## config.mk

```make
export PLATFORM = sky130hd
export DESIGN_NAME = fsm_1
export DESIGN_NICKNAME = d
export VERILOG_FILES = /design/src/rtl/fsm_pkg.sv /design/src/rtl/varint_acc.sv /design/src/rtl/fsm_1.sv
export SDC_FILE = /design/constraint.sdc
export NUM_CORES = 1
export LEC_CHECK = 0
export ABC_AREA = 1
export CORE_MARGIN = 2
export CORE_UTILIZATION = 23
export CTS_CLUSTER_DIAMETER = 60
export DETAILED_ROUTE_END_ITERATION = 8
export DONT_BUFFER_PORTS = 1
export SYNTH_ARGS = -nofsm -noshare
export SYNTH_HDL_FRONTEND = slang
export SYNTH_SLANG_ARGS = --single-unit
```

## constraint.sdc

```tcl
create_clock -name clk -period 4.44 [get_ports clk]
set_input_delay 0.222 -clock clk [delete_from_list [all_inputs] [get_ports clk]]
set_output_delay 0.222 -clock clk [all_outputs]
set_load 0.05 [all_outputs]
```

## src/rtl/fsm_pkg.sv

```systemverilog
// Shared definitions for the protobuf field splitter.
// Holds wire-type codes, parser state encoding and datapath widths.
package fsm_pkg;

  localparam int unsigned IDX_W            = 10;
  localparam int unsigned MAX_VARINT_BYTES = 10;
  localparam int unsigned MAX_LEN_BYTES    = 3;
  localparam int unsigned MAX_TAG_BYTES    = 5;
  localparam int unsigned LEN_W            = 21;
  localparam int unsigned CNT_W            = 4;
  localparam int unsigned WT_W             = 3;

  localparam logic [WT_W-1:0] WT_VARINT  = 3'd0;
  localparam logic [WT_W-1:0] WT_FIXED64 = 3'd1;
  localparam logic [WT_W-1:0] WT_LEN     = 3'd2;
  localparam logic [WT_W-1:0] WT_FIXED32 = 3'd5;

  typedef enum logic [2:0] {
    S_TAG    = 3'd0,
    S_VARINT = 3'd1,
    S_LEN    = 3'd2,
    S_RAW    = 3'd3,
    S_NOT_V  = 3'd4,
    S_NOT_R  = 3'd5,
    S_ERR    = 3'd6
  } state_e;

endpackage

```

## src/rtl/varint_acc.sv

```systemverilog
// Little-endian 7-bit group accumulator with byte counter and overflow flag.
// Ports: clr_i restarts, en_i consumes grp_i; acc_nxt_c is the value including
// the current group, cnt_o the bytes already consumed, ovf_c flags that the
// current byte would exceed limit_i.
module varint_acc
  import fsm_pkg::*;
(
  input  logic             clk,
  input  logic             reset,
  input  logic             clr_i,
  input  logic             en_i,
  input  logic [6:0]       grp_i,
  input  logic [CNT_W-1:0] limit_i,
  output logic [LEN_W-1:0] acc_nxt_c,
  output logic [CNT_W-1:0] cnt_o,
  output logic             ovf_c
);

  logic [LEN_W-1:0] acc_q;
  logic [CNT_W-1:0] cnt_q;

  // Groups landing beyond the accumulator width shift out and are dropped
  assign acc_nxt_c = acc_q | (LEN_W'(grp_i) << (32'(cnt_q) * 32'd7));
  assign ovf_c     = (cnt_q >= limit_i);
  assign cnt_o     = cnt_q;

  always_ff @(posedge clk or negedge reset) begin
    if (!reset) begin
      acc_q <= '0;
      cnt_q <= '0;
    end else if (clr_i) begin
      acc_q <= '0;
      cnt_q <= '0;
    end else if (en_i) begin
      acc_q <= acc_nxt_c;
      cnt_q <= cnt_q + CNT_W'(1);
    end
  end

endmodule

```

## src/rtl/fsm_1.sv

```systemverilog
// Protobuf input-side field splitter: parses field keys, routes varint payload
// bytes to the varint FIFO and length-delimited payload to the raw FIFO, each
// stamped with a field index, and announces every completed field.
// Ports: in_fifo_* show-ahead byte source; varint_in_* / raw_data_in_* FIFO
// write sides; *_data_valid / *_data_accepted completion handshakes;
// msg_clr aborts and clears; parse_error is a sticky malformed-input flag.
// Build option: FSM_1_FIXED_WIRE_EN routes wire types 1 (8 bytes) and
// 5 (4 bytes) to the raw FIFO; otherwise they are parse errors.
module fsm_1
  import fsm_pkg::*;
(
  input  logic             clk,
  input  logic             reset,
  input  logic             msg_clr,
  input  logic             in_fifo_empty,
  input  logic [7:0]       in_fifo_q,
  output logic             in_fifo_pop,
  input  logic             varint_in_fifo_full,
  output logic             varint_in_fifo_clr,
  output logic             varint_in_fifo_push,
  output logic [7:0]       varint_in_fifo_data,
  output logic [IDX_W-1:0] varint_in_index_data,
  input  logic             raw_data_in_fifo_full,
  output logic             raw_data_in_fifo_clr,
  output logic             raw_data_in_fifo_push,
  output logic [7:0]       raw_data_in_fifo_data,
  output logic [IDX_W-1:0] raw_data_in_index_data,
  output logic             varint_data_valid,
  output logic             raw_data_valid,
  input  logic             varint_data_accepted,
  input  logic             raw_data_accepted,
  output logic             parse_error
);

  state_e           state_q, state_d;
  logic [IDX_W-1:0] idx_q, idx_d;
  logic [WT_W-1:0]  wt_q, wt_d;
  logic [LEN_W-1:0] rem_q, rem_d;
  logic             vv_q, vv_d, rv_q, rv_d, perr_q, perr_d, clr_q;

  logic             pop_c, vpush_c, rpush_c, acc_en_c, acc_clr_c, acc_ovf;
  logic [CNT_W-1:0] limit_c, acc_cnt;
  logic [LEN_W-1:0] acc_nxt;
  logic [WT_W-1:0]  wt_eff_c;

  varint_acc u_acc (
    .clk       (clk),
    .reset     (reset),
    .clr_i     (acc_clr_c),
    .en_i      (acc_en_c),
    .grp_i     (in_fifo_q[6:0]),
    .limit_i   (limit_c),
    .acc_nxt_c (acc_nxt),
    .cnt_o     (acc_cnt),
    .ovf_c     (acc_ovf)
  );

  // Wire type comes from the first key byte even when the key is one byte long
  assign wt_eff_c  = (acc_cnt == '0) ? in_fifo_q[WT_W-1:0] : wt_q;
  // Every state change restarts the accumulator
  assign acc_clr_c = msg_clr | (state_d != state_q);

  // Next-state, transfer and handshake logic
  always_comb begin
    state_d  = state_q;
    idx_d    = idx_q;
    wt_d     = wt_q;
    rem_d    = rem_q;
    vv_d     = vv_q;
    rv_d     = rv_q;
    pop_c    = 1'b0;
    vpush_c  = 1'b0;
    rpush_c  = 1'b0;
    acc_en_c = 1'b0;
    limit_c  = CNT_W'(MAX_TAG_BYTES);

    case (state_q)
      S_TAG: begin
        if (!in_fifo_empty) begin
          pop_c    = 1'b1;
          acc_en_c = 1'b1;
          if (acc_cnt == '0) wt_d = in_fifo_q[WT_W-1:0];
          if (acc_ovf) begin
            state_d = S_ERR;
          end else if (!in_fifo_q[7]) begin
            case (wt_eff_c)
              WT_VARINT: state_d = S_VARINT;
              WT_LEN:    state_d = S_LEN;
`ifdef FSM_1_FIXED_WIRE_EN
              WT_FIXED64: begin
                rem_d   = LEN_W'(8);
                state_d = S_RAW;
              end
              WT_FIXED32: begin
                rem_d   = LEN_W'(4);
                state_d = S_RAW;
              end
`else
              WT_FIXED64, WT_FIXED32: state_d = S_ERR;
`endif
              default:   state_d = S_ERR;
            endcase
          end
        end
      end
      S_VARINT: begin
        limit_c = CNT_W'(MAX_VARINT_BYTES);
        if (!in_fifo_empty && !varint_in_fifo_full) begin
          pop_c    = 1'b1;
          acc_en_c = 1'b1;
          if (acc_ovf) begin
            state_d = S_ERR;
          end else begin
            vpush_c = 1'b1;
            if (!in_fifo_q[7]) state_d = S_NOT_V;
          end
        end
      end
      S_LEN: begin
        limit_c = CNT_W'(MAX_LEN_BYTES);
        if (!in_fifo_empty) begin
          pop_c    = 1'b1;
          acc_en_c = 1'b1;
          if (acc_ovf) begin
            state_d = S_ERR;
          end else if (!in_fifo_q[7]) begin
            if (acc_nxt == '0) begin
              state_d = S_NOT_R;
            end else begin
              rem_d   = acc_nxt;
              state_d = S_RAW;
            end
          end
        end
      end
      S_RAW: begin
        if (!in_fifo_empty && !raw_data_in_fifo_full) begin
          pop_c   = 1'b1;
          rpush_c = 1'b1;
          rem_d   = rem_q - LEN_W'(1);
          if (rem_q == LEN_W'(1)) state_d = S_NOT_R;
        end
      end
      S_NOT_V: begin
        if (!vv_q) begin
          vv_d = 1'b1;
        end else if (varint_data_accepted) begin
          vv_d    = 1'b0;
          idx_d   = idx_q + IDX_W'(1);
          state_d = S_TAG;
        end
      end
      S_NOT_R: begin
        if (!rv_q) begin
          rv_d = 1'b1;
        end else if (raw_data_accepted) begin
          rv_d    = 1'b0;
          idx_d   = idx_q + IDX_W'(1);
          state_d = S_TAG;
        end
      end
      S_ERR: begin
      end
      default: state_d = S_TAG;
    endcase

    perr_d = perr_q | (state_d == S_ERR);

    if (msg_clr) begin
      state_d = S_TAG;
      idx_d   = '0;
      rem_d   = '0;
      vv_d    = 1'b0;
      rv_d    = 1'b0;
      perr_d  = 1'b0;
    end

    // No byte moves while clearing or while held in reset
    if (msg_clr || !reset) begin
      pop_c    = 1'b0;
      vpush_c  = 1'b0;
      rpush_c  = 1'b0;
      acc_en_c = 1'b0;
    end
  end

  // State and registered outputs
  always_ff @(posedge clk or negedge reset) begin
    if (!reset) begin
      state_q <= S_TAG;
      idx_q   <= '0;
      wt_q    <= '0;
      rem_q   <= '0;
      vv_q    <= 1'b0;
      rv_q    <= 1'b0;
      perr_q  <= 1'b0;
      clr_q   <= 1'b0;
    end else begin
      state_q <= state_d;
      idx_q   <= idx_d;
      wt_q    <= wt_d;
      rem_q   <= rem_d;
      vv_q    <= vv_d;
      rv_q    <= rv_d;
      perr_q  <= perr_d;
      clr_q   <= msg_clr;
    end
  end

  assign in_fifo_pop            = pop_c;
  assign varint_in_fifo_push    = vpush_c;
  assign raw_data_in_fifo_push  = rpush_c;
  assign varint_in_fifo_data    = in_fifo_q;
  assign raw_data_in_fifo_data  = in_fifo_q;
  assign varint_in_index_data   = idx_q;
  assign raw_data_in_index_data = idx_q;
  assign varint_in_fifo_clr     = clr_q;
  assign raw_data_in_fifo_clr   = clr_q;
  assign varint_data_valid      = vv_q;
  assign raw_data_valid         = rv_q;
  assign parse_error            = perr_q;

endmodule

```

After elaboration in Yosys (flattened, before gate mapping)
Index checks and enable logic that the tools add are counted.
{ "op_classes": {"muxes": 60, "n_addsub": 3, "order_cmp": 1, "reduce_logical": 20, "multipliers": 1, "bitwise_logic": 4, "eq_ne": 19, "n_shift": 1} }
{ "op_table": {"columns": ["op", "count"], "rows": [
  ["$mux 21", 8],
  ["$mux 3", 18],
  ["$mux 10", 5],
  ["$pmux 21 s2", 1],
  ["$ne 3x3->1 const B", 9],
  ["$eq 21x1->1 const B", 1],
  ["$logic_not 21->1", 1],
  ["$or 21x21->21", 1],
  ["$pmux 3 s7", 1],
  ["$shl 7x7->21", 1],
  ["$sub 21x1->21 const B", 1],
  ["$mux 1", 20],
  ["$pmux 10 s2", 1],
  ["$eq 3x3->1 const B", 4],
  ["$add 10x1->10 const B", 1],
  ["$eq 3x2->1 const B", 3],
  ["$mux 4", 2],
  ["$pmux 4 s2", 1],
  ["$mul 4x3->7 const B", 1],
  ["$logic_not 3->1", 2],
  ["$pmux 3 s2", 1],
  ["$reduce_and 6->1", 1],
  ["$reduce_bool 2->1", 3],
  ["$reduce_bool 3->1", 2],
  ["other kinds (15)", 20]
]} }
{ "totals": {"ff_bits": 66} }

Logic depth before layout (Yosys ltp)
{ "depth": {"depth_word": 13, "ltp_mapped": 21, "ltp_nobuf": 20} }

Modules after synthesis
From an unflattened synthesis, not the netlist that was laid out.
{ "hier_totals": {"cells_unflattened": 642, "area_unflattened_um2": 4594.4} }
{ "by_module_without_submodules": {"columns": ["mod", "area_each_um2", "cells_each", "n_inst"], "rows": [
  ["fsm_1", 3031.7, 452, 1],
  ["varint_acc", 1562.7, 190, 1]
]} }

Least setup slack after synthesis
OpenSTA, ideal clock, no wires.
{ "synth_path": {"kind": "reg2out", "start": "reg state_q[2]", "end": "out varint_in_fifo_push", "path_buffers": 0, "slack_ns": 1.691, "path_stages_with_launch": 11, "arrival_ns": 2.527, "required_ns": 4.218, "path_cell_list": "dfrtp_1 -> nor2_1 -> nand2_1 -> nand2_1 -> inv_1 -> ha_1 -> inv_1 -> o21bai_1 -> nand3_1 -> nand3_1 -> nor3_1"} }
{ "synth_between": {"elab_chain_cells": 7} }
{ "synth_lines": {"columns": ["element", "line", "source"], "rows": [
  ["from (decl)", "fsm_1.sv:35", "state_e state_q, state_d;"],
  ["from (signal assigned)", "fsm_1.sv:199", "state_q <= state_d;"],
  ["$eq 3x2->1 / $eq 3x1->1 (equally long branches)", "fsm_1.sv:77", "case (state_q)"],
  ["$pmux 4 s2", "fsm_1.sv:77", null],
  ["$ge 4x4->1", "varint_acc.sv:24", "assign ovf_c = (cnt_q >= limit_i);"],
  ["$mux 1", "fsm_1.sv:111", "if (acc_ovf) begin"],
  ["$mux 1", "fsm_1.sv:108", "if (!in_fifo_empty && !varint_in_fifo_full) begin"],
  ["$mux 1 (*)", "fsm_1.sv:77", null],
  ["$mux 1 (*)", "fsm_1.sv:179", "if (msg_clr || !reset) begin"],
  ["to (decl)", "fsm_1.sv:20", "output logic varint_in_fifo_push,"]
]} }
Mark *: on every way between the ends. The rest lies on a longest branch, timed or not.

Worst setup path in the final report
{ "layout_path": {"start": "reg state_q[2]", "end": "reg u_acc.cnt_q[2] (netlist: u_acc.cnt_o[2])"} }
{ "layout_between": {"elab_chain_cells": 10} }
{ "layout_lines": {"columns": ["element", "line", "source"], "rows": [
  ["$eq 3x2->1 / $eq 3x1->1 (equally long branches)", "fsm_1.sv:77", null],
  ["$pmux 4 s2", "fsm_1.sv:77", null],
  ["$ge 4x4->1", "varint_acc.sv:24", null],
  ["$mux 3, on equally long branches", "fsm_1.sv:124, fsm_1.sv:83, fsm_1.sv:111", null],
  ["$mux 3, on equally long branches", "fsm_1.sv:121, fsm_1.sv:79, fsm_1.sv:108", null],
  ["$pmux 3 s7", "fsm_1.sv:77", null],
  ["$mux 3", "fsm_1.sv:169", "if (msg_clr) begin"],
  ["$ne 3x3->1", "fsm_1.sv:61", "assign acc_clr_c = msg_clr | (state_d != state_q);"],
  ["$or 1x1->1", "fsm_1.sv:61", null],
  ["$mux 4 / $reduce_bool 2->1 (equally long branches)", null, null],
  ["to (signal assigned)", "varint_acc.sv:36", "cnt_q <= cnt_q + CNT_W'(1);"],
  ["to (decl)", "varint_acc.sv:20", "logic [CNT_W-1:0] cnt_q;"]
]} }
Several ways; a longest one is shown, not always the timed one.
A chain may end at the register's enable or synchronous reset.

==> metrics <==
Synth Register Bits=66; Finished Cell Area=around 4900 µm²; Global Route Usage Sum=0.115; grt ovf=0; CTS Buffer Depth=2; Yosys cell types=between 40 and 50; Layout Cells excl Fill=between 800 and 900; PD cells=431 nW/µm²; worst-path fanout max=25; Setup crit end=u_acc.cnt_o[2]; commonest non-fill, non-tap cell in the layout=nand2_1; number of synthesized flops with an enable pin=0; worst setup slack after placement=1.09 ns; vias per inst=~4.4; total clock sinks=between 60 and 70; reg2reg end=u_acc.cnt_o[2]; Tmin final=around 3.4 ns; Setup CP Type=flop to flop; Cells after Synth=620; ANT nets after route=0; Max VDD drop=between 150 and 200 µV; unrepaired setup endpoints after global routing=false; Max Cap Violations=0; Die Y=144 µm; Top FF cell, synth=dfrtp_1; total core area=19400 µm²; Root Buffer=clkbuf_16; count of final setup violators=0; DIE AREA=approximately 21000 µm²; worst reg-to-reg path cell count=16; max_slew headroom=0.352; fill count=roughly 2100; Tightest Pin Transition=approximately 1 ns; HPWL after DPL=7980 µm; syn_nets=roughly 650; Cell Rows=51; clock transition at the registers of the reported paths=about 0.060 ns; final worst slack=approximately 1.1 ns; Setup crit start=state_q[2]; critical path required time=about 4.7 ns; Die Wd=~140 µm; layout cell share with drive strength beyond 1=0.0935; most frequent cells in the layout=99 x nand2_1, 98 x inv_1, 77 x nor2_1; drt total wl=approximately 11000 µm; 1st-pass router iterations=5; syn_area_per_cell=around 7.3 µm²; Hold Violations, Final=0; worst min path class=primary input to flop; Layout Skew=0.00693 ns; Final Power=between 2 and 2.5 mW; Setup crit start kind=flop; status=complete, no violations; area grow syn2layout=8.88%; worst r2r src=state_q[2]; fmax=296 MHz; GPL Wtd Cong=0.807; Net count, final=620; routed via count=~3800; period utilisation layout=0.761; Setup TNS=0 ns; Register-to-Register Setup Slack=about 1.1 ns; first-iteration detailed-routing DRC count=~330; DP Area=4590 µm²; setup repair bufs after CTS=0; Slew Limit Fails=0; vias in the first global route=3672; drc violations=0; first-pass GRT wire length=between 15000 and 20000 µm; Leak=about 2.3 nW; Layout Utilization=0.255; critical path arrival=between 3 and 4 ns; post-cts sizing count=0; CTS Buf Count=9; worst skew pair latency=~0.33 ns; PortBufs=0; WL/cell=13.3 µm; CTS tree=done; largest net degree at the start of global routing=67; htree depth=3; placed cells=around 850; hold_ws=approximately 0.16 ns; initial antenna violation count=1; Seq/Total Area, Yosys=0.364; Post-synth ARST share=1.00; Post-Syn Area=between 4000 and 5000 µm²; Yosys warnings=0; Starting Density=0.234; # IOs=60; CP endpoint kind=flop
-- area by class of cell --
cell class | instances | area [µm²] | share of cell area
clock inverters | 3 | 65.1 | 0.0132
clock buffers | 12 | 236 | 0.0479
flip-flops and latches | 66 | 1650 | 0.334
diodes | 1 | 2.50 | 0.000507
repair buffers | 6 | 70.1 | 0.0142
inverters | 103 | 388 | 0.0785
well taps | 265 | 332 | 0.0671
multi-input cells | 409 | 2190 | 0.444
-- layer usage --
metal  routed length (µm)  vias to the layer above  track usage
li1                     -                     1940            -
met3                  793                       11       0.0440
met4                   93                        0       0.0322
met2                 5210                      102        0.179
met1                 5390                     1783        0.148
met5                    0                        -            0
-- state kept, by name (all words and copies together) (netlist names) --
| register | count |
|---|---|
| u_acc.cnt_o | 4 |
| parse_error | 1 |
| wt_q | 3 |
| state_q | 3 |
| raw_data_in_index_data | 10 |
| u_acc.acc_q | 21 |
| rem_q | 21 |
| raw_data_in_fifo_clr | 1 |
| varint_data_valid | 1 |
| raw_data_valid | 1 |
-- Yosys cell counts, types with 3 or more instances --
library cell,n,area (µm²)
nand4_1,5,31.3
o21ai_0,51,255
buf_6,5,56.3
a21o_1,5,37.5
buf_4,27,203
nor3_1,19,95.1
nor3_2,20,200
a21oi_1,24,120
nand3_2,3,30.0
inv_1,98,368
nand3_1,36,180
o22ai_1,17,106
xor2_1,12,105
nor2_1,77,289
nand2_2,7,43.8
ha_1,9,113
dfrtp_1,66,1650
clkbuf_1,4,15.0
buf_2,4,20.0
o31ai_1,3,22.5
nand2_1,99,372
-- worst min path at each step --
stage	startpoint	endpoint	cells after the start
4_1_cts	varint_data_accepted	varint_data_valid	3
2_1_floorplan	reset	parse_error	0
5_1_grt	in_fifo_q[6]	u_acc.acc_q[13]	4
6_report	varint_data_accepted	varint_data_valid	3
3_5_place_dp	reset	raw_data_in_index_data[8]	0
3_3_place_gp	reset	raw_data_in_index_data[8]	0
-- power by group --
part           total (mW)  internal, mW  switching [mW]
Sequential          0.777         0.648           0.129
Clock               0.744         0.488           0.256
Combinational       0.610         0.175           0.434
-- cells by family after synthesis --
kind of cell	after synthesis	share of synthesized area
compound gates	110	0.137
flops	66	0.364
buf+inv	145	0.152
xor+xnor	12	0.0232
mux	3	0.00717
simple gates	275	0.291
fa+ha+maj	9	0.0248
-- worst max-delay path: stages (launching register included) --
cell and delay [ns]:
dfrtp_1 0.47, nor2_1 0.28, nand2_1 0.14, nand2_1 0.12, inv_1 0.05, ha_1 0.28
inv_1 0.06, o21bai_1 0.06, nand3_1 0.06, nand3_1 0.16, o21ai_0 0.26, nand2_1 0.11
nand3_1 0.07, o21ai_0 0.08, nor2_1 0.13, nand3_2 0.60, nor3_1 0.34
-- timing repair --
action / CTS / global route
endpoints found under the hold margin: 75 / 0
setup endpoints to repair: 0 / 0
hold buffers: 3 / 0
(Power assumes the default switching activity.)
